===== config.mk =====
export PLATFORM = sky130hd
export DESIGN_NAME = rs_enc_flex
export DESIGN_NICKNAME = d
export VERILOG_FILES = /design/src/rtl/rs_pkg.sv /design/src/rtl/gf_mul_var.sv /design/src/rtl/rs_enc_flex.sv
export SDC_FILE = /design/constraint.sdc
export NUM_CORES = 2
export LEC_CHECK = 0
export ABC_CLOCK_PERIOD_IN_PS = 99400
export CORE_ASPECT_RATIO = 1.5
export CORE_MARGIN = 2
export CORE_UTILIZATION = 50
export CTS_CLUSTER_SIZE = 20
export DETAILED_ROUTE_END_ITERATION = 8
export GPL_TIMING_DRIVEN = 0
export PLACE_DENSITY = 0.76
export SYNTH_ARGS = -nofsm -noshare
export SYNTH_HDL_FRONTEND = slang
export SYNTH_HIERARCHICAL = 1
export SYNTH_SLANG_ARGS = --single-unit

===== constraint.sdc =====
create_clock -name clk -period 99.4 [get_ports clk]
set_clock_uncertainty 0.05 [all_clocks]
set_input_delay 19.88 -clock clk [delete_from_list [all_inputs] [get_ports clk]]
set_output_delay 19.88 -clock clk [all_outputs]
set_load 0.02 [all_outputs]

===== src/rtl/rs_pkg.sv =====
// Shared definitions for the RS encoder: field polynomial, generator tables and FSM states.
// Generator tables are built at elaboration as prod_{i<nsym} (x + alpha^i), monic term omitted.
package rs_pkg;

  localparam int RS_SYM_W    = 10;
  localparam int RS_NSYM_MAX = 30;
  localparam int NSYM_KP4    = 30;
  localparam int NSYM_KR4    = 14;

  localparam logic [RS_SYM_W:0] PRIM_POLY = 11'h409;

  typedef enum logic [1:0] {IDLE, MSG, PARITY} state_t;

  typedef logic [RS_NSYM_MAX-1:0][RS_SYM_W-1:0] gtab_t;

  function automatic logic [RS_SYM_W-1:0] gf_mul(input logic [RS_SYM_W-1:0] a,
                                                 input logic [RS_SYM_W-1:0] b);
    logic [RS_SYM_W-1:0] acc;
    logic [RS_SYM_W-1:0] xs;
    acc = '0;
    xs  = a;
    for (int i = 0; i < RS_SYM_W; i++) begin
      if (b[i]) acc = acc ^ xs;
      xs = xs[RS_SYM_W-1] ? ((xs << 1) ^ PRIM_POLY[RS_SYM_W-1:0]) : (xs << 1);
    end
    return acc;
  endfunction

  function automatic gtab_t gen_poly(input int nsym);
    logic [RS_SYM_W-1:0] g [RS_NSYM_MAX+1];
    logic [RS_SYM_W-1:0] root;
    gtab_t t;
    for (int j = 0; j <= RS_NSYM_MAX; j++) g[j] = '0;
    g[0] = RS_SYM_W'(1);
    root = RS_SYM_W'(1);
    for (int i = 0; i < nsym; i++) begin
      for (int j = RS_NSYM_MAX; j > 0; j--) g[j] = g[j-1] ^ gf_mul(g[j], root);
      g[0] = gf_mul(g[0], root);
      root = gf_mul(root, RS_SYM_W'(2));
    end
    for (int j = 0; j < RS_NSYM_MAX; j++) t[j] = (j < nsym) ? g[j] : '0;
    return t;
  endfunction

  localparam gtab_t G_KP4 = gen_poly(NSYM_KP4);
  localparam gtab_t G_KR4 = gen_poly(NSYM_KR4);

endpackage


===== src/rtl/gf_mul_var.sv =====
// Variable-coefficient GF(2^SYM_W) multiplier: shift-and-add with reduction by POLY.
module gf_mul_var #(
  parameter int              SYM_W = 10,
  parameter logic [SYM_W:0]  POLY  = 11'h409
) (
  input  logic [SYM_W-1:0] a,
  input  logic [SYM_W-1:0] b,
  output logic [SYM_W-1:0] p
);

  function automatic logic [SYM_W-1:0] mul(input logic [SYM_W-1:0] x,
                                           input logic [SYM_W-1:0] y);
    logic [SYM_W-1:0] acc;
    logic [SYM_W-1:0] xs;
    acc = '0;
    xs  = x;
    for (int i = 0; i < SYM_W; i++) begin
      if (y[i]) acc = acc ^ xs;
      xs = xs[SYM_W-1] ? ((xs << 1) ^ POLY[SYM_W-1:0]) : (xs << 1);
    end
    return acc;
  endfunction

  assign p = mul(a, b);

endmodule


===== src/rtl/rs_enc_flex.sv =====
// Dual-mode (KP4 / KR4) systematic RS encoder with valid/ready on both sides and shortened-code support.
//   state  | meaning
//   IDLE   | waiting for sop; non-sop symbols are swallowed
//   MSG    | message symbols pass straight through while the parity LFSR runs
//   PARITY | parity symbols shifted out from the top of the LFSR, input stalled
module rs_enc_flex import rs_pkg::*; #(
  parameter int SYM_W    = RS_SYM_W,
  parameter int K        = 514,
  parameter int NSYM_MAX = RS_NSYM_MAX,
  parameter int CNT_W    = 10
) (
  input  logic             clk,
  input  logic             rst_n,
  input  logic             mode,
  input  logic             in_valid,
  output logic             in_ready,
  input  logic             in_sop,
  input  logic             in_eop,
  input  logic [SYM_W-1:0] in_data,
  output logic             out_valid,
  input  logic             out_ready,
  output logic             out_sop,
  output logic             out_eop,
  output logic [SYM_W-1:0] out_data,
  output logic             err_len
);

  localparam int                NSYM_W = $clog2(NSYM_MAX + 1);
  localparam logic [CNT_W-1:0]  K_C    = CNT_W'(K);
  localparam logic [NSYM_W-1:0] NS_KP4 = NSYM_W'(NSYM_KP4);
  localparam logic [NSYM_W-1:0] NS_KR4 = NSYM_W'(NSYM_KR4);

  state_t              state;
  logic                rdy_en;
  logic [CNT_W-1:0]    count, cnt_sat, cnt_next;
  logic [NSYM_W-1:0]   nsym_q, nsym_eff, par_cnt;
  logic [SYM_W-1:0]    sh     [NSYM_MAX];
  logic [SYM_W-1:0]    g_sel  [NSYM_MAX];
  logic [SYM_W-1:0]    prod   [NSYM_MAX];
  logic [SYM_W-1:0]    top_sym, fb;
  logic                msg_xfer, last, cnt_full;

  // In IDLE the sop symbol must already use the mode it arrives with.
  assign nsym_eff = (state == IDLE) ? (mode ? NS_KR4 : NS_KP4) : nsym_q;
  assign top_sym  = sh[nsym_q - 1'b1];
  assign fb       = (state == MSG) ? (in_data ^ top_sym) : in_data;

  always_comb begin
    for (int j = 0; j < NSYM_MAX; j++)
      g_sel[j] = (nsym_eff == NS_KR4) ? G_KR4[j] : G_KP4[j];
  end

  for (genvar j = 0; j < NSYM_MAX; j++) begin : g_mul
    gf_mul_var #(.SYM_W(SYM_W), .POLY(PRIM_POLY)) u_mul (
      .a(fb),
      .b(g_sel[j]),
      .p(prod[j])
    );
  end

  assign cnt_sat  = (count == K_C) ? count : count + 1'b1;
  assign cnt_next = (state == IDLE) ? CNT_W'(1) : cnt_sat;
  assign cnt_full = (cnt_next == K_C);
  assign last     = in_eop | cnt_full;
  assign msg_xfer = in_valid & in_ready & ((state == MSG) | in_sop);

  always_comb begin
    in_ready  = rdy_en & out_ready & (state != PARITY);
    out_valid = 1'b0;
    out_sop   = 1'b0;
    out_eop   = 1'b0;
    out_data  = in_data;
    case (state)
      IDLE: begin
        out_valid = rdy_en & in_valid & in_sop;
        out_sop   = in_sop;
      end
      MSG:    out_valid = in_valid;
      PARITY: begin
        out_valid = 1'b1;
        out_data  = top_sym;
        out_eop   = (par_cnt == '0);
      end
      default: ;
    endcase
  end

  always_ff @(posedge clk or negedge rst_n) begin
    if (!rst_n) begin
      state   <= IDLE;
      rdy_en  <= 1'b0;
      count   <= '0;
      nsym_q  <= NS_KP4;
      par_cnt <= '0;
      err_len <= 1'b0;
      for (int j = 0; j < NSYM_MAX; j++) sh[j] <= '0;
    end else begin
      rdy_en  <= 1'b1;
      err_len <= msg_xfer & last & (in_eop ^ cnt_full);
      if (msg_xfer) begin
        sh[0] <= prod[0];
        for (int j = 1; j < NSYM_MAX; j++)
          sh[j] <= (NSYM_W'(j) < nsym_eff) ? (sh[j-1] ^ prod[j]) : '0;
        count <= cnt_next;
        if (state == IDLE) nsym_q <= nsym_eff;
        if (last) begin
          state   <= PARITY;
          par_cnt <= nsym_eff - 1'b1;
        end else begin
          state   <= MSG;
        end
      end else if (state == PARITY && out_ready) begin
        sh[0] <= '0;
        for (int j = 1; j < NSYM_MAX; j++)
          sh[j] <= (NSYM_W'(j) < nsym_q) ? sh[j-1] : '0;
        if (par_cnt == '0) begin
          state <= IDLE;
          count <= '0;
        end else begin
          par_cnt <= par_cnt - 1'b1;
          count   <= cnt_sat;
        end
      end
    end
  end

endmodule


# Yosys cells after proc, flatten, opt, wreduce, memory -nomap -nowiden
# Cells that the tools add are included.
# word_totals
input_bits	17
wordCells	838
register_bits	324
# classes
add_sub_neg	4
bitwise_logic	312
eq_ne	8
magnitude_cmp	59
reduce_logical	8
muxes	411
# op_table
operator	count
$mux 10	368
$xor 10x10->10	291
$mux 300	2
$lt 5x5->1 const A	28
$mux 9	10
$lt 4x5->1 const A	16
$bmux 10 s5	1
$lt 3x5->1 const A	8
$mux 4	9
$mux 8	4
$mux 5	6
$eq 10x10->1 const B	2
$lt 2x5->1 const A	4
$not 2->2	9
$sub 5x1->5 const B	3
$mux 7	2
$add 10x1->10 const B	1
$lt 1x5->1 const A	2
$and 1x1->1	8
$mux 2	4
$ge 6x6->1 const B	1
$mux 6	1
$not 5->6	1
$eq 5x4->1 const B	1
14 further kinds	20

# Logic depth before layout (Yosys ltp)
# logic_depth
word_depth	30
mapped_depth	26
mapped_depth_nobuf	17

# Cells and area by module
# The synthesis kept the hierarchy.
# by_module_without_submodules
module	seq_area_each_um2	area_each_um2	n_inst	cells_per_inst
gf_mul_var	0.0	1664.1	30	254
rs_enc_flex	8112.8	21001.4	1	2462

# Worst setup path after synthesis
# No wires, ideal clock.
# synth_timing
kind	input to register
start	input port mode
end	register sh[183] (netlist bit)
t_arrival_ps	56293
path_stages	10
setup_slack_ps	42975
path_buffers	0
cell_sequence	and2_0 o21ai_0 inv_1 o22a_1 o22ai_1 a211oi_1 xnor2_1 xnor3_1 or3b_1 a31oi_1
# synth_rtl
element	line_no	text
from (decl)	rs_enc_flex.sv:14	input logic mode,
to (signal, indexed assignment)	rs_enc_flex.sv:103	sh[j] <= (NSYM_W'(j) < nsym_eff) ? (sh[j-1] ^ prod[j]) : '0;
to (signal, indexed assignment)	rs_enc_flex.sv:115	sh[j] <= (NSYM_W'(j) < nsym_q) ? sh[j-1] : '0;
to (decl)	rs_enc_flex.sv:37	logic [SYM_W-1:0] sh [NSYM_MAX];

# Final worst setup path
# layout_timing
start	input port in_sop
end	output port out_valid
# layout_between
elab_chain_len	2
# layout_rtl
element	line_no	text
from (decl)	rs_enc_flex.sv:17	input logic in_sop,
$and 1x1->1	rs_enc_flex.sv:75	out_valid = rdy_en & in_valid & in_sop;
$pmux 1 s3	rs_enc_flex.sv:73	case (state)
to (decl)	rs_enc_flex.sv:20	output logic out_valid,
# No other way between the ends.

==> results.md <==
| Group | Item | This run |
|:---|:---|:---|
| grt | Number of global-route vias before repair | 72183 |
| sta | Slew margin rel. | 22.3% |
| synth | Compound-cell area share of the yosys netlist | 19.3% |
| worst setup path | Worst path most repeated cell | clkdlybuf4s50_1 |
| sta | Pins Over Slew Limit | 0 |
| synth | Number of enable flip-flop cells after synthesis | 0 |
| routing | Via-per-instance ratio | 5.92 |
| worst setup path | Reg2reg setup slack | 90.19 ns |
| grt | All-Layer GR Usage | 34.1% |
| clock tree | Clock transition time at the flip-flop clock pins of the worst setup and hold paths | 0.06 ns |
| final layout | Nets@finish | 10783 |
| synth | Sequential-to-total area share from yosys stat | 11.4% |
| routing | Total vias in the final route | 74941 |
| routing | Detailed Routing Iterations Pass 1 | 7 |
| min path | Hold Path Depth | 1 |
| floorplan | Effective utilization at floorplan | 50.3% |
| final layout | Leading cell type in the layout, fill and taps excluded | nand2_1 |
| synth | Largest family of logic cells by synthesized area | XOR/XNOR gates |
| synth | Mapped cell area | 70900 µm² |
| worst setup path | Req. time, crit path | 79.47 ns |
| sta | Crit path setup slack, layout | 57.66 ns |
| synth | Post-synthesis share of cell area spent on and, or, nand and nor gates | 22.4% |
| clock tree | Post-cts gate resize count | 0 |
| clock tree | Clock Tree Root | clkbuf_16 |
| synth | Flip-flop and latch count after synthesis | 324 |
| place | DP HPWL | 198000 µm |
| grt | Antenna violations before repair | 7 |
| worst setup path | Crit-path slowest cell | clkdlybuf4s50_1 |
| grt | Pin count of the biggest net entering global routing | 123 |
| synth | Largest area contributor in the synthesized netlist | xnor2_1 |
| worst setup path | Max incr delay on CP | 0.75 ns |
| synth | Most used flip-flop cell after synthesis | dfrtp_1 |
| synth | Area share of the leading cell type in the synthesized netlist | 19.1% |
| worst setup path | Critical path class | in2out |
| floorplan | Die width | 312 µm |
| place | Quantity of I/O buffers inserted on ports | 31 |
| clock tree | Sinks on the clock net | 324 |
| synth | Count of warnings emitted by yosys | 6 |
| min path | Sink of the worst hold path | sh[111] |
| sta | Final setup violation count | 0 |
| floorplan | Die Ht | 465 µm |
| sta | Final period utilization | 42.0% |
| clock tree | Max H-tree Level | 2 |
| synth | Distinct cells, synth | 79 |
| synth | Post-synthesis mux area share | 4.78% |
| flow run | Number of violations of the max-capacitance limit | 0 |
| sta | Worst slew pin tran | 1.17 ns |
| floorplan | Num ports | 32 |
| final layout | Share of final-layout standard cells stronger than drive strength 1 | 9.64% |
| clock tree | Clock tree from TritonCTS | built |
| floorplan | Number of cell rows | 169 |
| clock tree | Post-CTS repair timing setup buffer count | 0 |
| synth | Top cells by area, synth | xnor2_1 (19%), nand2_1 (14%), xor2_1 (11%) |
| place | Weighted congestion reported at the end of routability-driven placement | 1.03 |
| synth | Post-synthesis xor/xnor area fraction | 34.7% |
| synth | Cell count after synthesis | 10082 |
| floorplan | Core Region | 141000 µm² |
| synth | Proportion of synthesized flip-flops having asynchronous set or reset | 100% |
| status | Run status | finished clean |
| worst setup path | Cells along the critical path | clkdlybuf4s50_1 -> a21oi_1 -> o21ai_0 -> clkdlybuf4s50_1 |
| sta | Period minus WS final | 41.74 ns |
| routing | Wirelength, routed | 256000 µm |
| worst setup path | Capturing element type of the critical path | primary output |
| worst setup path | FF-to-FF path depth | 26 |
| routing | Drt first-iter violations | 8021 |
| worst setup path | Worst flop-to-flop path endpoint | sh[38] |
| worst setup path | Critical-path maximum fanout | 6 |
| grt | Total congestion overflow | 0 |
| final layout | Final std cells w/o fill | 12662 |
| place | Placed cell count | 12600 |
| min path | Worst Min Path Start | sh[121] |
| place | Setup slack after placement | 57.79 ns |
| final layout | Synth-to-Final Area Change | 10.4% |
| min path | Tightest Hold Check Type | reg2reg |
| worst setup path | Reg2Reg Launch Point | nsym_q[0] |
| final layout | Finished Core Util | 55.5% |
| floorplan | DIE AREA | 145000 µm² |
| synth | Arithmetic-cell share of the synthesized area counting full adders, half adders and majority gates | 0.159% |
| sta | Fmax achieved | 24.0 MHz |
| routing | Wirelength per Cell | 20.2 µm |
| clock tree | Clock Latency Late Sink | 0.57 ns |
| routing | Remaining DRCs | 0 |
| worst setup path | Critical Path Start Type | input pin |
| routing | ANT nets after route | 0 |
| clock tree | Number of clock buffers inserted by TritonCTS | 36 |
| sta | Hold Vio Cnt, Final | 0 |
| synth | Mean instance size in the synthesized netlist | 7.03 µm² |
| worst setup path | Critical path data arrival time | 21.81 ns |
| clock tree | Maximum count of clock buffers along a single path | 3 |
| final layout | Top library cells by usage in the layout, fill and taps aside | nand2_1 (2612), xnor2_1 (1541), xor2_1 (915) |
| clock tree | CTS Hold Buffers Added | 0 |
| grt | First-pass GRT wire length | 402000 µm |
| sta | Unrepaired setup endpoints after global routing | no |
| sta | Total Neg Setup Slack | 0 ns |
[stage by stage]
step,cell area (µm²),hold slack [ns]
floorplan,72900,0.415
global placement,75500,0.434
detailed placement,77200,0.452
CTS,78300,0.469
global route,78300,0.489
finish,78300,0.476
[cell type report]
class | instances | area (µm²)
Multi-Input combinational cell | 9157 | 59800
Antenna cell | 2 | 5.00
Inverter | 229 | 862
Clock buffer | 54 | 1110
Clock inverter | 6 | 43.8
Buffer | 891 | 4230
Tap cell | 1881 | 2350
Sequential cell | 324 | 8110
Timing Repair Buffer | 118 | 1810
Fill cell | 13228 | 62700
[worst max-delay path by stage]
stage,to,slack (ns),cells past startpoint,from
floorplan,sh[183],42.98,10,mode
global placement,sh[235],9.46,12,mode
detailed placement,out_valid,57.79,4,in_sop
CTS,out_valid,57.79,4,in_sop
global route,out_valid,57.73,4,in_sop
finish,out_valid,57.66,4,in_sop
[logic make-up (layout without fill, tap and decap cells)]
kind of cell | after synthesis | after routing
compound gates | 1936 | 1936
xor+xnor | 2617 | 2617
fa+ha+maj | 9 | 9
buf+inv | 1120 | 1298
flops | 324 | 324
mux | 256 | 256
other cells | 2 | 523
simple gates | 3818 | 3818
[layer usage]
metal  part of all wire, %  GRT usage, %  vias to the layer above  routed length (µm)
met5                 0.021        0.0988                        -                  53
li1                      -             -                    34519                   -
met2                    47          57.9                     3839              120000
met3                   8.7          5.67                     1184               22300
met4                   8.7          25.0                        8               22300
met1                    36          38.6                    35391               91800
[state kept, by name, indices dropped and copies added (netlist names)]
register  count
err_len       1
rdy_en        1
count        10
nsym_q        5
sh          300
state         2
par_cnt       5
[synth_stat cells (all sizes together), types with 212 or more instances]
cell and number:
nor2 744, xor2 978, xnor2 1549, buf 552, a21oi 267, o22ai 346
clkbuf 339, dfrtp 320, o21ai 439, nand2 2612, inv 229, o22a 212
[worst max-delay path, delay by kind of cell]
family | cells | cell delay, ns
compound gates | 2 | 0.61
buf+inv | 2 | 1.32
Power is left out: the tool's default activity adds up to more than one toggle a clock period on the data nets, which glitch-free logic cannot reach.
